===== src/rtl/rf_write_arbiter.sv =====
// Round-robin owner of the register_file write port, shared between the ALU
// writeback and load return paths, plus a software clear that zeroes r1..rN-1.
module rf_write_arbiter #(
  parameter int DATA_W = 16,
  parameter int ADDR_W = 3
) (
  input  logic              clk,
  input  logic              rst,
  input  logic              req0_valid,
  input  logic [ADDR_W-1:0] req0_dest,
  input  logic [DATA_W-1:0] req0_data,
  output logic              req0_ready,
  input  logic              req1_valid,
  input  logic [ADDR_W-1:0] req1_dest,
  input  logic [DATA_W-1:0] req1_data,
  output logic              req1_ready,
  input  logic              clear_req,
  output logic              clear_busy,
  output logic              clear_done,
  output logic              reg_write_en,
  output logic [ADDR_W-1:0] reg_write_dest,
  output logic [DATA_W-1:0] reg_write_data
);

  typedef enum logic {ARB, CLEAR} state_t;

  localparam logic [ADDR_W-1:0] FIRST_PTR = ADDR_W'(1);
  localparam logic [ADDR_W-1:0] LAST_PTR  = '1;

  state_t            state;
  logic              rr_last;
  logic [ADDR_W-1:0] clr_ptr;
  logic              arb_open;

  // Grants look only at valids, state, rr_last and clear_req so a requester's
  // dest/data can never feed back into its own ready.
  always_comb begin
    arb_open   = (state == ARB) && !clear_req;
    req0_ready = arb_open && req0_valid && (!req1_valid || rr_last);
    req1_ready = arb_open && req1_valid && (!req0_valid || !rr_last);
  end

  always_ff @(posedge clk) begin
    if (rst) begin
      state          <= ARB;
      rr_last        <= 1'b1;
      clr_ptr        <= FIRST_PTR;
      reg_write_en   <= 1'b0;
      reg_write_dest <= '0;
      reg_write_data <= '0;
      clear_busy     <= 1'b0;
      clear_done     <= 1'b0;
    end else begin
      reg_write_en <= 1'b0;
      clear_done   <= 1'b0;
      case (state)
        ARB: begin
          if (clear_req) begin
            state      <= CLEAR;
            clear_busy <= 1'b1;
            clr_ptr    <= FIRST_PTR;
          end else if (req0_ready) begin
            // A grant to r0 is still consumed, it just never reaches the file.
            rr_last <= 1'b0;
            if (req0_dest != '0) begin
              reg_write_en   <= 1'b1;
              reg_write_dest <= req0_dest;
              reg_write_data <= req0_data;
            end
          end else if (req1_ready) begin
            rr_last <= 1'b1;
            if (req1_dest != '0) begin
              reg_write_en   <= 1'b1;
              reg_write_dest <= req1_dest;
              reg_write_data <= req1_data;
            end
          end
        end
        CLEAR: begin
          reg_write_en   <= 1'b1;
          reg_write_dest <= clr_ptr;
          reg_write_data <= '0;
          if (clr_ptr == LAST_PTR) begin
            state      <= ARB;
            clear_busy <= 1'b0;
            clear_done <= 1'b1;
            clr_ptr    <= FIRST_PTR;
          end else begin
            clr_ptr <= clr_ptr + ADDR_W'(1);
          end
        end
        default: state <= ARB;
      endcase
    end
  end

endmodule

===== config.mk =====
export PLATFORM = sky130hd
export DESIGN_NAME = rf_write_arbiter
export DESIGN_NICKNAME = d
export VERILOG_FILES = /design/src/rtl/rf_write_arbiter.sv
export SDC_FILE = /design/constraint.sdc
export NUM_CORES = 1
export LEC_CHECK = 0
export ABC_AREA = 1
export CAP_MARGIN = 20
export CORE_UTILIZATION = 40
export DETAILED_ROUTE_END_ITERATION = 8
export HOLD_SLACK_MARGIN = 0.12
export PLACE_DENSITY = 0.89
export SETUP_SLACK_MARGIN = 0.4
export SLEW_MARGIN = 15
export SYNTH_ARGS = -nofsm -noshare
export SYNTH_HDL_FRONTEND = slang
export SYNTH_SLANG_ARGS = --single-unit

===== constraint.sdc =====
create_clock -name clk -period 1.7 [get_ports clk]
set_input_delay 0.34 -clock clk [delete_from_list [all_inputs] [get_ports clk]]
set_output_delay 0.34 -clock clk [all_outputs]
set_load 0.02 [all_outputs]

==> metrics list, run 1 <==
* Fin util: 0.674
- Ratio of cells with drive above 1 in the final layout: 0.220
* Worst setup SP type: flip-flop
* Width of the die: between 60 and 70 microns
* TritonCTS buffer count: 3
- After detailed routing, the average wire length per cell comes to around 12 microns.
* Warnings, synthesis: 0
- Entering global routing, the biggest net connects 24 pins.
* IO Count: 67
* Synthesized instance count: 207
- In this run the tool buffered the top-level ports with 66 buffer cells.
* Initial antenna violation count: 0
* Detail Route Antenna Nets: 0
- Run status: finished clean
* Die Footprint: around 0.0036 sq mm
* Maximum clock frequency: around 0.68 GHz
* Effective utilization at floorplan: 0.435
- Yosys mapped the design onto 23 distinct sky130hd cell types.
- Clock-pin slew was measured on the worst setup and hold paths at ~150 ps.
- Static leakage: between 1 and 1.5 nW
- Number of register bits inferred by synthesis: 27
* Synth area leaders: dfxtp_1 (40%), nand2_1 (27%), nand3_1 (5.9%)
- Required arrival time at the worst endpoint: approximately 1400 ps
* GRT Util Overall: 0.212
- Die span in y: around 60 microns
* First-pass GRT wire length: about 5800 microns
- Finish-stage setup viols: 0
- Routability-driven placement finished with a final weighted congestion of between 0.9 and 1.
- Of all nets on the critical path, the largest fanout is 3.
- TritonCTS clock tree: built
* Nets in the synthesized netlist: between 200 and 300
* Share of synthesized area occupied by flip-flops and latches: 0.397
* Slew at the pin closest to its max-slew limit: about 320 ps
* Power density over cell area: between 600 and 700 mW/mm^2
* Clock latency on the worst-skew pair: 340 ps
* Layout overhead on the synthesized area: 54.9%
- Remaining routing DRC violations: 0
* Number of iterations in the first detailed-routing pass: 4
- Clk root buf: clkbuf_4
- The worst-case IR drop observed on VDD is 0.474 mV.
* Setup clock skew after layout: around 17 ps
* Reported max-cap violation count: 0
- At the end of the flow, the number of nets in the layout was around 330.
- The worst path in the final design needs a cycle of about 1500 ps, including I/O delays and setup.
* Final Routed Wirelength: around 3900 microns
* Post-route clock period utilization: 0.863
* Mapped Avg Cell Area: 6.58 sq um
- Via count: between 1.5k and 2k
- The worst pin sits at a relative slew slack of 0.783.
- Area share of the leading cell type in the synthesized netlist: 0.397
- The completed layout was analyzed and its total power is between 1 and 1.5 mW.
- Arrival time of the worst setup path: about 1100 ps
- Cell type contributing the most total cell area after synthesis: dfxtp_1
- In this run the standard cell core region covers between 0.003 and 0.004 sq mm.
- Type of the setup path with the least slack: flip-flop to primary output
- Number of cell rows: 20
- For this block, the initial DRC count from the detailed router was 23.
- Clock H-tree levels: 1
- The mapped netlist covers between 0.001 and 0.0015 sq mm.
* Number of diodes added for antenna fixing: 0
- Worst hold path class: flip-flop to flip-flop
- The tree built by TritonCTS fans out to 27 sinks.
- Total overflow reported by the global router: 0
- Final Hold Viols: 0
* Setup repair after global routing missed its margin: yes
* Number of global-route vias before repair: roughly 1.4k
* Critical Path End Type: primary output
- Once detailed placement completed, the half-perimeter wirelength came to slightly below 3000 microns.
- Longest Clk Path Bufs: 2
* Via density: 4.65
* Count of pins over their slew limit: 0
-- state kept, by name, summed over array words and instances (netlist names) --
name / cells
reg_write_dest: 3
state: 1
clr_ptr: 3
rr_last: 1
reg_write_data: 16
clear_busy: 1
clear_done: 1
reg_write_en: 1
-- path summary, 6_finish.rpt --
kind,from,to,slack (ps),depth (start not counted)
max reg2reg,rr_last,reg_write_data[12],260,11
max,state,req0_ready,230,4
min,reg_write_data[5],reg_write_data[5],470,2
min reg2reg,reg_write_data[5],reg_write_data[5],470,2
-- stage by stage --
stage	cells	TNS [ps]	area, sq um	setup WS [ps]	hold WS, ps
floorplan	207	0	1380	351	409
detailed placement	321	-6260	2130	-347	455
finish	326	0	2110	234	466
global route	326	0	2110	168	498
global placement	321	-5340	2130	-322	454
CTS	326	0	2160	227	474
-- power breakdown --
group | switching (mW) | total (mW) | leakage (nW) | internal, mW
Clock | 0.194 | 0.286 | 0.0150 | 0.0922
Sequential | 0.0219 | 0.692 | 0.222 | 0.670
Combinational | 0.217 | 0.421 | 0.812 | 0.204
-- cells by family (layout without fill, tap and decap cells) --
group / Yosys count / count (layout) / share of synthesized area
AOI/OAI and AO/OA: 18 / 18 / 0.0671
adders and majority gates: 2 / 2 / 0.0184
buffers and inverters: 22 / 97 / 0.0864
DFF: 27 / 27 / 0.397
and+or+nand+nor: 138 / 138 / 0.431
-- final cells by class --
type                            instances  area [sq um]
Fill cell                             283          1020
Tap cell                               44          55.1
Sequential cell                        27           549
Multi-Input combinational cell        158           731
Clock buffer                            4          26.3
Timing Repair Buffer                   80           686
Inverter                               13          61.3
-- critical path: stages, from the launching register on --
cell      delay, ps
dfxtp_4         390
nor2_4          110
nand3_4         110
clkinv_4         70
buf_6           100
-- placed cells by master, fill, tap and decap left out, types with 4 or more instances in the layout --
cell	n
dfxtp_1	22
a21oi_1	13
buf_4	9
nand2_1	94
nand2_2	5
clkdlybuf4s50_1	39
buf_2	22
buf_6	5
nand3_1	16
dfxtp_2	4
nor2_1	14
inv_1	9
-- metal layers --
layer	up-vias	global-route usage	share of wire
met5	-	0	0
li1	794	-	-
met1	658	0.260	0.45
met4	0	0.0764	0.016
met3	7	0.0426	0.075
met2	56	0.366	0.46
-- what timing repair did --
item	in CTS	in global routing
setup endpoints to repair	44	31
resized for setup	111	13
pin swaps	6	1
buffers inserted	1	0
hold buffers	0	0
-- synthesized netlist by cell type --
master and instances:
nor3_1 1, nor2_1 14, buf_6 3, o21ai_0 4
buf_4 1, nand2_2 2, clkinv_2 1, inv_1 9
dfxtp_1 27, nor2_4 2, buf_2 2, nand3b_1 1
nand3_4 1, o22ai_1 1, ha_1 2, a21oi_1 13
nand2_1 99, clkinv_4 1, nand3_1 16, inv_2 2
nor2_2 1, nand2_4 1, clkbuf_1 3
(Power assumes the default switching activity.)
==> run 2: changes to the inputs <==
--- a/config.mk
+++ b/config.mk
@@ -8,9 +8,11 @@
 export ABC_AREA = 1
 export CAP_MARGIN = 20
 export CORE_UTILIZATION = 40
+export CTS_CLUSTER_SIZE = 12
 export DETAILED_ROUTE_END_ITERATION = 8
 export HOLD_SLACK_MARGIN = 0.12
 export PLACE_DENSITY = 0.89
+export REMOVE_ABC_BUFFERS = 1
 export SETUP_SLACK_MARGIN = 0.4
 export SLEW_MARGIN = 15
 export SYNTH_ARGS = -nofsm -noshare
==> metrics list, run 2 (synthesized netlist as in run 1, its figures left out) <==
* Clock H-tree levels: 1
* Total buffers and inverters traversed by the critical path: 2
* Required arrival time at the worst endpoint: 1360 ps
- Setup violations remaining at the end of the flow were counted as 0.
- The clock drives 27 sinks.
- After clock tree synthesis, the clock-pin slew on the worst setup and hold paths is roughly 150 ps.
* Effective utilization at floorplan: 0.435
- The first global-routing pass estimated roughly 5700 microns of wire.
- The die is 60.3 microns tall.
* First-iteration detailed-routing DRC count: 81
* Tightest slew margin relative to the limit: 0.827
- IR Drop Worst-Case VDD: approximately 0.34 mV
- Fin nets: around 340
- Number of iterations in the first detailed-routing pass: 4
* Max stage delay cell, worst path: dfxtp_4
- Area of all placed cells without fillers: 0.00233 sq mm
- The congestion estimate from routability-driven global placement came to 0.925.
- The cell sitting at the root of the clock tree is a clkbuf_4.
- After detailed routing, the average wire length per cell comes to roughly 13 microns.
- Post-route clock period utilization: 0.861
- Dividing the detail-routed via count by the number of cells gives 4.84.
- The final hold violation count was 0.
- For this run the aggregate overflow at the end of global routing stands at 0.
* NetSw: between 400 and 500 uW
* Final critical-path required period: around 1500 ps
- Slew at the pin closest to its max-slew limit: about 260 ps
- The region available for standard cell placement spans approximately 0.0031 sq mm.
- The share of total power dissipated in combinational logic is 0.336.
- Arrival time of the worst setup path: between 1000 and 1500 ps
* Setup repair after global routing missed its margin: yes
- The worst setup path is launched from a flip-flop.
- Detailed routing inserted a total of roughly 1.6k vias.
* Detail Route Antenna Nets: 0
- The tightest min-delay check is of the flip-flop to flip-flop type.
* Reported max-cap violation count: 0
- 67 I/O pins were placed.
- Remaining routing DRC violations: 0
* Detailed placement HPWL: 2770 microns
* Setup clock skew after layout: 5.87 ps
- The longest clock path from root to sink contains 2 buffers.
- Initial antenna violation count: 0
- Of the total power, the share spent switching nets is 0.314.
* Slowest Stage Delay on Critical Path: 390 ps
- Maximum number of pins on one net before global-route repair: 24
- The initialized floorplan defines 20 standard-cell rows.
- Clock latency on the worst-skew pair: roughly 320 ps
- Summed over all cells, the static leakage comes to roughly 1.1 nW.
* Biggest registers after layout: reg_write_data (16), clr_ptr (3), reg_write_dest (3)
- Largest delay share family, worst path: flip-flops
- Clock tree synthesis inserted a total of 3 buffers.
- Traced cell by cell, the critical path runs through nor2_4, nand3_4, clkinv_4, buf_6.
- Width of the die: roughly 60 microns
- Placed cell areas: about 0.0021 sq mm
* Flip-flop count of the largest register after layout: 16
- reg_write_data holds more flip-flops than any other register.
- The internal power of the cells totals 1.01 mW.
* Commonest cells after routing, fill and taps aside: nand2_1 (92), clkdlybuf4s50_1 (39), buf_2 (20), dfxtp_1 (18), nor2_1 (13)
- Count of pins over their slew limit: 0
- TritonCTS built the clock tree.
* Power density over cell area: around 630 mW/mm^2
- The worst setup path is captured at a primary output.
- Buffers inserted to repair hold after CTS numbered 0.
- The repair_antennas step left the layout with diodes totalling 0.
* Maximum clock frequency: 0.683 GHz
- The critical path is of the flip-flop to primary output type.
* Most common cell after layout, fill and taps aside: nand2_1
- Run status: finished clean
- The floorplan step defined a die boundary enclosing 0.00364 sq mm.
- For this run, the total global-route usage over all layers was measured as 0.215.
- Clock power share: 0.191
- Final Routed Wirelength: 4350 microns
- Final Non-Filler Cells: between 300 and 400
* Number of I/O port buffers: 66
- # placed instances: about 320
- Compared with the post-synthesis result, the final layout area differs by 71.3%.
- For this run, the share of the core covered by cells in the final layout is 0.746.
* Number of global-route vias before repair: about 1.4k
* Sequential fraction of design power: 0.472
- In this run the worst path has a maximum fanout of 3.
* Ratio of cells with drive above 1 in the final layout: 0.308
==> run 2: changes by cell type in the layout (fill, tap and decap cells not counted), sizes merged <==
cell    before  now
buf         38   41
clkbuf       4    8
==> run 2: timing repair <==
action / 4_1_cts / 5_1_grt
buffers inserted: 1 / 7
endpoints found under the setup margin: 44 / 43
pin swaps: 0 / 17
gates resized for setup: 85 / 74
cloned: 0 / 3
==> run 2: power by group through the flow <==
stage                     Clock, mW  Sequential [mW]  Combinational, mW
after floorplan                   0            0.740              0.151
after global placement            0            0.703              0.408
after detailed placement          0            0.704              0.417
after CTS                     0.281            0.690              0.414
after global routing          0.314            0.699              0.535
final                         0.281            0.695              0.495
==> run 2: path summary, 6_finish.rpt <==
path              cells past startpoint  slack [ps]              start                 to
setup reg to reg                      9         260              state  reg_write_data[1]
setup / recovery                      4         240              state         req0_ready
hold / removal                        2         460  reg_write_data[5]  reg_write_data[5]
hold reg to reg                       2         460  reg_write_data[5]  reg_write_data[5]
==> run 2: cell type report <==
| type | instances | area (sq um) |
|---|---|---|
| multi-input cells | 158 | 828 |
| repair buffers | 87 | 806 |
| fillers | 243 | 796 |
| flip-flops and latches | 27 | 554 |
| inverters | 13 | 62.6 |
| well taps | 44 | 55.1 |
| clock buffers | 4 | 26.3 |
==> run 2: worst reg2reg max path, delay by kind of cell, from the launching register on <==
family                 cells  cell delay, ps
buffers and inverters      2             300
DFF                        1             390
and+or+nand+nor            7             720
==> run 2: through the flow <==
step	setup WS, ps	TNS, ps	hold WS [ps]	total power, mW
final	236	0	463	1.47
after global routing	159	0	475	1.55
after CTS	227	0	475	1.39
after detailed placement	-396	-6840	455	1.12
after global placement	-374	-5860	452	1.11
after floorplan	14.9	0	409	0.891
==> run 2: metal layers <==
layer,track usage,vias to the layer above,share of wire
li1,-,816,-
met1,0.250,737,0.41
met2,0.385,52,0.52
met3,0.0341,8,0.051
met4,0.103,0,0.019
met5,0,-,0
